[src/rtl/pgrf_pkg.sv]
// Shared types and table-offset constants for the page refill sequencer.
package pgrf_pkg;

  typedef enum logic [2:0] {
    ST_IDLE,
    ST_REQ,
    ST_WAIT,
    ST_WRITE,
    ST_DONE,
    ST_ERR
  } state_e;

  localparam logic [8:0] EXEC_HI_LIM = 9'o340;
  localparam logic [8:0] OFS_EXEC_HI = 9'o400;
  localparam logic [8:0] OFS_EXEC_LO = 9'o600;

endpackage

[src/rtl/pgrf_adr_calc.sv]
// Page-table word address: picks base (ubr/ebr) and 9-bit table offset.
module pgrf_adr_calc
  import pgrf_pkg::*;
(
  input  logic        vma_user_i,
  input  logic [8:0]  vma_i,
  input  logic [12:0] ubr_i,
  input  logic [12:0] ebr_i,
  output logic [21:0] adr_o
);

  logic [8:0]  rel;
  logic [8:0]  ofs;
  logic [12:0] base;

  always_comb begin
    rel  = vma_i - EXEC_HI_LIM;
    ofs  = {1'b0, vma_i[8:1]};
    base = ubr_i;
    if (!vma_user_i) begin
      if (vma_i >= EXEC_HI_LIM) begin
        ofs  = OFS_EXEC_HI + (rel >> 1);
        base = ubr_i;
      end else begin
        ofs  = OFS_EXEC_LO + (vma_i >> 1);
        base = ebr_i;
      end
    end
    adr_o = {base, ofs};
  end

endmodule

[src/rtl/page_refill_seq.sv]
// Page table refill sequencer: fetch one page-table word and write it.
// Optional WAIT timeout enabled by defining PGRF_TIMEOUT_EN.
module page_refill_seq
  import pgrf_pkg::*;
#(
  parameter int TIMEOUT_CYCLES = 63
) (
  input  logic        clk,
  input  logic        rst_n,
  input  logic        page_refill,
  input  logic        vma_user,
  input  logic [8:0]  vma,
  input  logic [12:0] ubr,
  input  logic [12:0] ebr,
  input  logic        abort,
  input  logic        err_clr,
  input  logic        mem_ack,
  input  logic [35:0] mem_data,
  input  logic        mem_par_err,
  output logic        mem_req,
  output logic [21:0] mem_adr,
  output logic        pgrf_cyc,
  output logic        sel_1,
  output logic        sel_2,
  output logic [35:0] pt_in,
  output logic        page_refill_t12,
  output logic        page_refill_error,
  output logic        refill_done
);

  if (TIMEOUT_CYCLES < 1) begin : g_bad_cfg
    $error("TIMEOUT_CYCLES must be positive");
  end

  state_e      state_q, state_d;
  logic [1:0]  sel_q, sel_d;
  logic [21:0] adr_q, adr_d;
  logic [35:0] pt_q, pt_d;
  logic        err_q, err_d;
  logic [21:0] calc_adr;
  logic        busy;

  pgrf_adr_calc u_adr (
    .vma_user_i (vma_user),
    .vma_i      (vma),
    .ubr_i      (ubr),
    .ebr_i      (ebr),
    .adr_o      (calc_adr)
  );

`ifdef PGRF_TIMEOUT_EN
  localparam int CW = $clog2(TIMEOUT_CYCLES + 1);
  logic [CW-1:0] cnt_q, cnt_d;
  logic          tmo;

  assign tmo = (cnt_q == CW'(TIMEOUT_CYCLES - 1));

  always_comb begin
    cnt_d = cnt_q;
    if (state_q == ST_REQ) begin
      cnt_d = '0;
    end else if (state_q == ST_WAIT) begin
      cnt_d = cnt_q + 1'b1;
    end
  end

  always_ff @(posedge clk or negedge rst_n) begin
    if (!rst_n) cnt_q <= '0;
    else        cnt_q <= cnt_d;
  end
`else
  logic tmo;
  assign tmo = 1'b0;
`endif

  assign busy = (state_q != ST_IDLE);

  always_comb begin
    state_d = state_q;
    sel_d   = sel_q;
    adr_d   = adr_q;
    pt_d    = pt_q;
    unique case (state_q)
      ST_IDLE: begin
        if (page_refill && !err_q) begin
          state_d = ST_REQ;
          sel_d   = vma[1:0];
          adr_d   = calc_adr;
        end
      end
      ST_REQ:   state_d = ST_WAIT;
      ST_WAIT: begin
        if (mem_ack) begin
          if (mem_par_err) begin
            state_d = ST_ERR;
          end else begin
            state_d = ST_WRITE;
            pt_d    = mem_data;
          end
        end else if (tmo) begin
          state_d = ST_ERR;
        end
      end
      ST_WRITE: state_d = ST_DONE;
      ST_DONE:  state_d = ST_IDLE;
      ST_ERR:   state_d = ST_IDLE;
      default:  state_d = ST_IDLE;
    endcase
    // abort beats a same-cycle mem_ack and never latches data
    if (abort && busy) begin
      state_d = ST_IDLE;
      pt_d    = pt_q;
    end
  end

  always_comb begin
    err_d = err_q;
    if (err_clr) err_d = 1'b0;
    if (state_q == ST_ERR && !abort) err_d = 1'b1;
  end

  always_ff @(posedge clk or negedge rst_n) begin
    if (!rst_n) begin
      state_q <= ST_IDLE;
      sel_q   <= '0;
      adr_q   <= '0;
      pt_q    <= '0;
      err_q   <= 1'b0;
    end else begin
      state_q <= state_d;
      sel_q   <= sel_d;
      adr_q   <= adr_d;
      pt_q    <= pt_d;
      err_q   <= err_d;
    end
  end

  assign pgrf_cyc = (state_q == ST_REQ) || (state_q == ST_WAIT) ||
                    (state_q == ST_WRITE) || (state_q == ST_DONE);
  assign mem_req  = ((state_q == ST_REQ) || (state_q == ST_WAIT)) && !abort;
  assign page_refill_t12   = (state_q == ST_WRITE) && !abort;
  assign refill_done       = (state_q == ST_DONE) && !abort;
  assign sel_2             = pgrf_cyc && sel_q[1];
  assign sel_1             = pgrf_cyc && sel_q[0];
  assign mem_adr           = adr_q;
  assign pt_in             = pt_q;
  assign page_refill_error = err_q;

endmodule

[config.mk]
export PLATFORM = sky130hd
export DESIGN_NAME = page_refill_seq
export DESIGN_NICKNAME = d
export VERILOG_FILES = /design/src/rtl/pgrf_pkg.sv /design/src/rtl/pgrf_adr_calc.sv /design/src/rtl/page_refill_seq.sv
export SDC_FILE = /design/constraint.sdc
export NUM_CORES = 1
export LEC_CHECK = 0
export ABC_AREA = 1
export CAP_MARGIN = 15
export CORE_ASPECT_RATIO = 1.2
export CORE_MARGIN = 2
export CORE_UTILIZATION = 42
export CTS_CLUSTER_DIAMETER = 50
export DETAILED_ROUTE_END_ITERATION = 10
export PLACE_DENSITY = 0.86
export SETUP_SLACK_MARGIN = 0.2
export SKIP_CTS_REPAIR_TIMING = 1
export SLEW_MARGIN = 15
export SYNTH_ARGS = -nofsm -noshare
export SYNTH_HDL_FRONTEND = slang
export SYNTH_SLANG_ARGS = --single-unit
[constraint.sdc]
create_clock -name clk -period 1.75 [get_ports clk]
set_input_delay 0.35 -clock clk [delete_from_list [all_inputs] [get_ports clk]]
set_output_delay 0.35 -clock clk [all_outputs]
set_load 0.005 [all_outputs]
==> impl_metrics.csv <==
group,metric,value,unit
global_route,grt_max_degree,64,
floorplan,start_util,42.6,%
timing,fin_crit,1860,ps
route,num_vias,3286,
finish,final_cells,676,
global_route,grt_pass1_vias,2994,
finish,mostFrequentLayoutCell,"clkdlybuf4s50_1",
route,drc,0,
critical_path,worstPathRequired,1400,ps
timing,worst_pin_slew,339,ps
critical_path,reg2reg_slack,-100,ps
critical_path,reg2reg_to,"pt_in[23]",
floorplan,core-area,0.00758,mm^2
global_route,antenna_found_initial,0,
placement,dp.final_hpwl,6.28,mm
route,wirelength,10.5,mm
pwr,vdd_drop_max,0.755,mV
critical_path,cp_common_cell,"inv_2",
clocking,cts_buffer_depth,2,
critical_path,path_delay_family,"flip-flops",
status,violations,"setup timing",
pwr,p_leak,3.48,nW
pwr,switching_share,34.4,%
logic_synthesis,seq_area_frac_synth,48.9,%
route,drtIter0Drc,194,
pwr,power_frac_seq,33.2,%
floorplan,die_x,84.0,um
pwr,p_clk_share,14.7,%
critical_path,r2r_cells,10,
critical_path,end_kind,"output pin",
critical_path,crit_chain,"buf_4, inv_2, nor3_4, inv_2, a21oi_2, buf_2",
placement,place_congestion,0.872,
timing,rsz0062_at_grt,"true",
logic_synthesis,synth_top_family_by_area,"simple AND/OR/NAND/NOR gates",
logic_synthesis,synth_compound_area_share,12.7,%
global_route,gr-total-overflow,0,
finish,area_growth_syn_to_layout,75.7,%
logic_synthesis,synth_area,0.00322,mm^2
timing,fin_crit_sh,106,%
timing,setup_viol,38,
job,max_cap_violations,0,
floorplan,row_count,35,
pwr,p_per_area,1400,mW/mm^2
route,avgViaCountPerCell,4.86,
pwr,internal-power,5.19,mW
timing,fin_ws,-110,ps
critical_path,critical_path_arrival,1510,ps
critical_path,crit_path_max_incr_delay,460,ps
logic_synthesis,ys_ff_latch,63,
clocking,clkLatencyLatePin,340,ps
route,wl_per_cell,15.5,um
critical_path,cp_slowest_cell,"dfrtp_2",
clocking,cts_tree,"done",
finish,n_fill_cell,518,
finish,nets,659,
finish,diodes,0,
clocking,cts_root_buf,"clkbuf_8",
timing,fmax,538,MHz
logic_synthesis,synth_xor_xnor_area_share,0.272,%
logic_synthesis,syn_avg_cell_area,8.67,um^2
clocking,cts_sinks,63,
floorplan,die_h,100,um
logic_synthesis,synth_cell_type_count,29,
logic_synthesis,synthSimpleGateAreaFrac,24.5,%
critical_path,start_kind,"flop",
timing,finalClockSkew,10.4,ps
logic_synthesis,syn_inst,372,
placement,io_buffer_count,143,
pwr,p_switching,2.72,mW
pwr,combPwrFrac,52.1,%
floorplan,io_pins,144,
timing,slew_violations,0,
route,firstDrtPassIters,4,
logic_synthesis,syn_nets,452,
placement,placed_cells,615,
critical_path,critPathKind,"flop to output pin",
clocking,numCtsBuffers,9,
finish,drive_gt1_share,31.8,%
logic_synthesis,synthAdderAreaFrac,0.388,%
global_route,grt_pass1_wl,13.6,mm
logic_synthesis,synthMuxAreaShare,0,%
critical_path,reg2reg_from,"state_q[1]",
finish,mostFrequentLayoutCells,"clkdlybuf4s50_1 (78), inv_1 (74), nand2_1 (69)",
logic_synthesis,yosysWarnings,0,
timing,setup_tns,-2360,ps
timing,hold_violations,0,
clocking,clk_pin_slew,70,ps
floorplan,dieArea,0.00840,mm^2
finish,fin_util,74.8,%
critical_path,path_buf_inv,4,
timing,slew_headroom,77.4,%
critical_path,cp_max_fo,4,
route,detail-route-antenna-nets,0,
clocking,cts_max_level,3,
global_route,gr-usage-all-layers,20.1,%
min_path,min_path_type,"primary input to asynchronous set/reset pin",
status,outcome,"complete, but fails checks",
[synth_stat cells, drive strengths merged]
cell type / count / area share (%)
ha: 1 / 0.39
nand2: 108 / 16
clkbuf: 3 / 0.35
xor2: 1 / 0.27
buf: 13 / 3.6
o21ai: 47 / 11
clkinv: 1 / 0.12
a21oi: 4 / 0.74
a211oi: 1 / 0.23
nand3: 23 / 4.1
dfrtp: 63 / 49
nand4: 13 / 2.5
o22ai: 1 / 0.19
inv: 79 / 9.2
nor2: 12 / 1.7
nor3: 2 / 0.66
[worst max path at each step]
stage | start | endpoint | slack, ps | depth (start not counted)
after global routing | state_q[1] | pt_in[23] | -180 | 10
after detailed placement | vma[5] | mem_adr[18] | -200 | 8
after floorplan | vma[5] | mem_adr[10] | 320 | 6
final | state_q[1] | mem_req | -110 | 6
after global placement | vma[5] | mem_adr[12] | -40 | 7
after CTS | state_q[0] | sel_2 | -400 | 6
[power groups by stage]
stage	clock network [mW]	logic [mW]	registers, mW
finish	1.16	4.12	2.63
global route	1.24	4.44	2.69
CTS	1.18	3.43	2.66
detailed placement	0	3.43	2.67
global placement	0	3.32	2.64
floorplan	0	1.37	2.69
[through the flow]
step                power (mW)  hold slack [ps]  setup WS [ps]  area [um^2]
global placement          5.97              385          -44.7         4840
floorplan                 4.06             54.4            324         3220
CTS                       7.28             20.4           -401         5020
finish                    7.90             15.0           -110         5670
global route              8.37             31.5           -179         5670
detailed placement        6.09              392           -199         4840
[worst register-to-register path, stage by stage, from the launching register on]
cell and delay (ps):
dfrtp_2 460, buf_4 150, inv_2 50, nor3_4 210, inv_2 60, buf_4 140, nor2_4 150, nand3_4 190
buf_6 210, nand2_2 80, o21ai_2 60
[area by class of cell]
type | count | area, um^2 | share of cell area, %
Timing Repair Buffer | 211 | 2180 | 38.4
Sequential cell | 63 | 1580 | 27.9
Clock buffer | 13 | 159 | 2.80
Tap cell | 92 | 115 | 2.03
Inverter | 80 | 308 | 5.43
Clock inverter | 3 | 17.5 | 0.309
Multi-Input combinational cell | 214 | 1310 | 23.1
[sequential cells by signal (all words and copies together), names as in the netlist]
name               cells
page_refill_error      1
sel_q                  1
mem_adr               22
state_q                3
pt_in                 36
[metal layers]
| layer | track usage, % | vias up | routed length [um] |
|---|---|---|---|
| li1 | - | 1557 | - |
| met1 | 22.8 | 1540 | 3900 |
| met2 | 36.1 | 166 | 5810 |
| met3 | 4.44 | 23 | 547 |
| met4 | 9.31 | 0 | 206 |
| met5 | 0 | - | 0 |
[logic make-up after synthesis]
kind of cell / Yosys count
AO/OA/AOI/OAI: 53
XOR/XNOR: 1
adder cells (fa/ha/maj): 1
buffers and inverters: 96
flip-flops: 63
AND/OR/NAND/NOR: 158
Note: power is estimated with default switching activity, not from simulation.
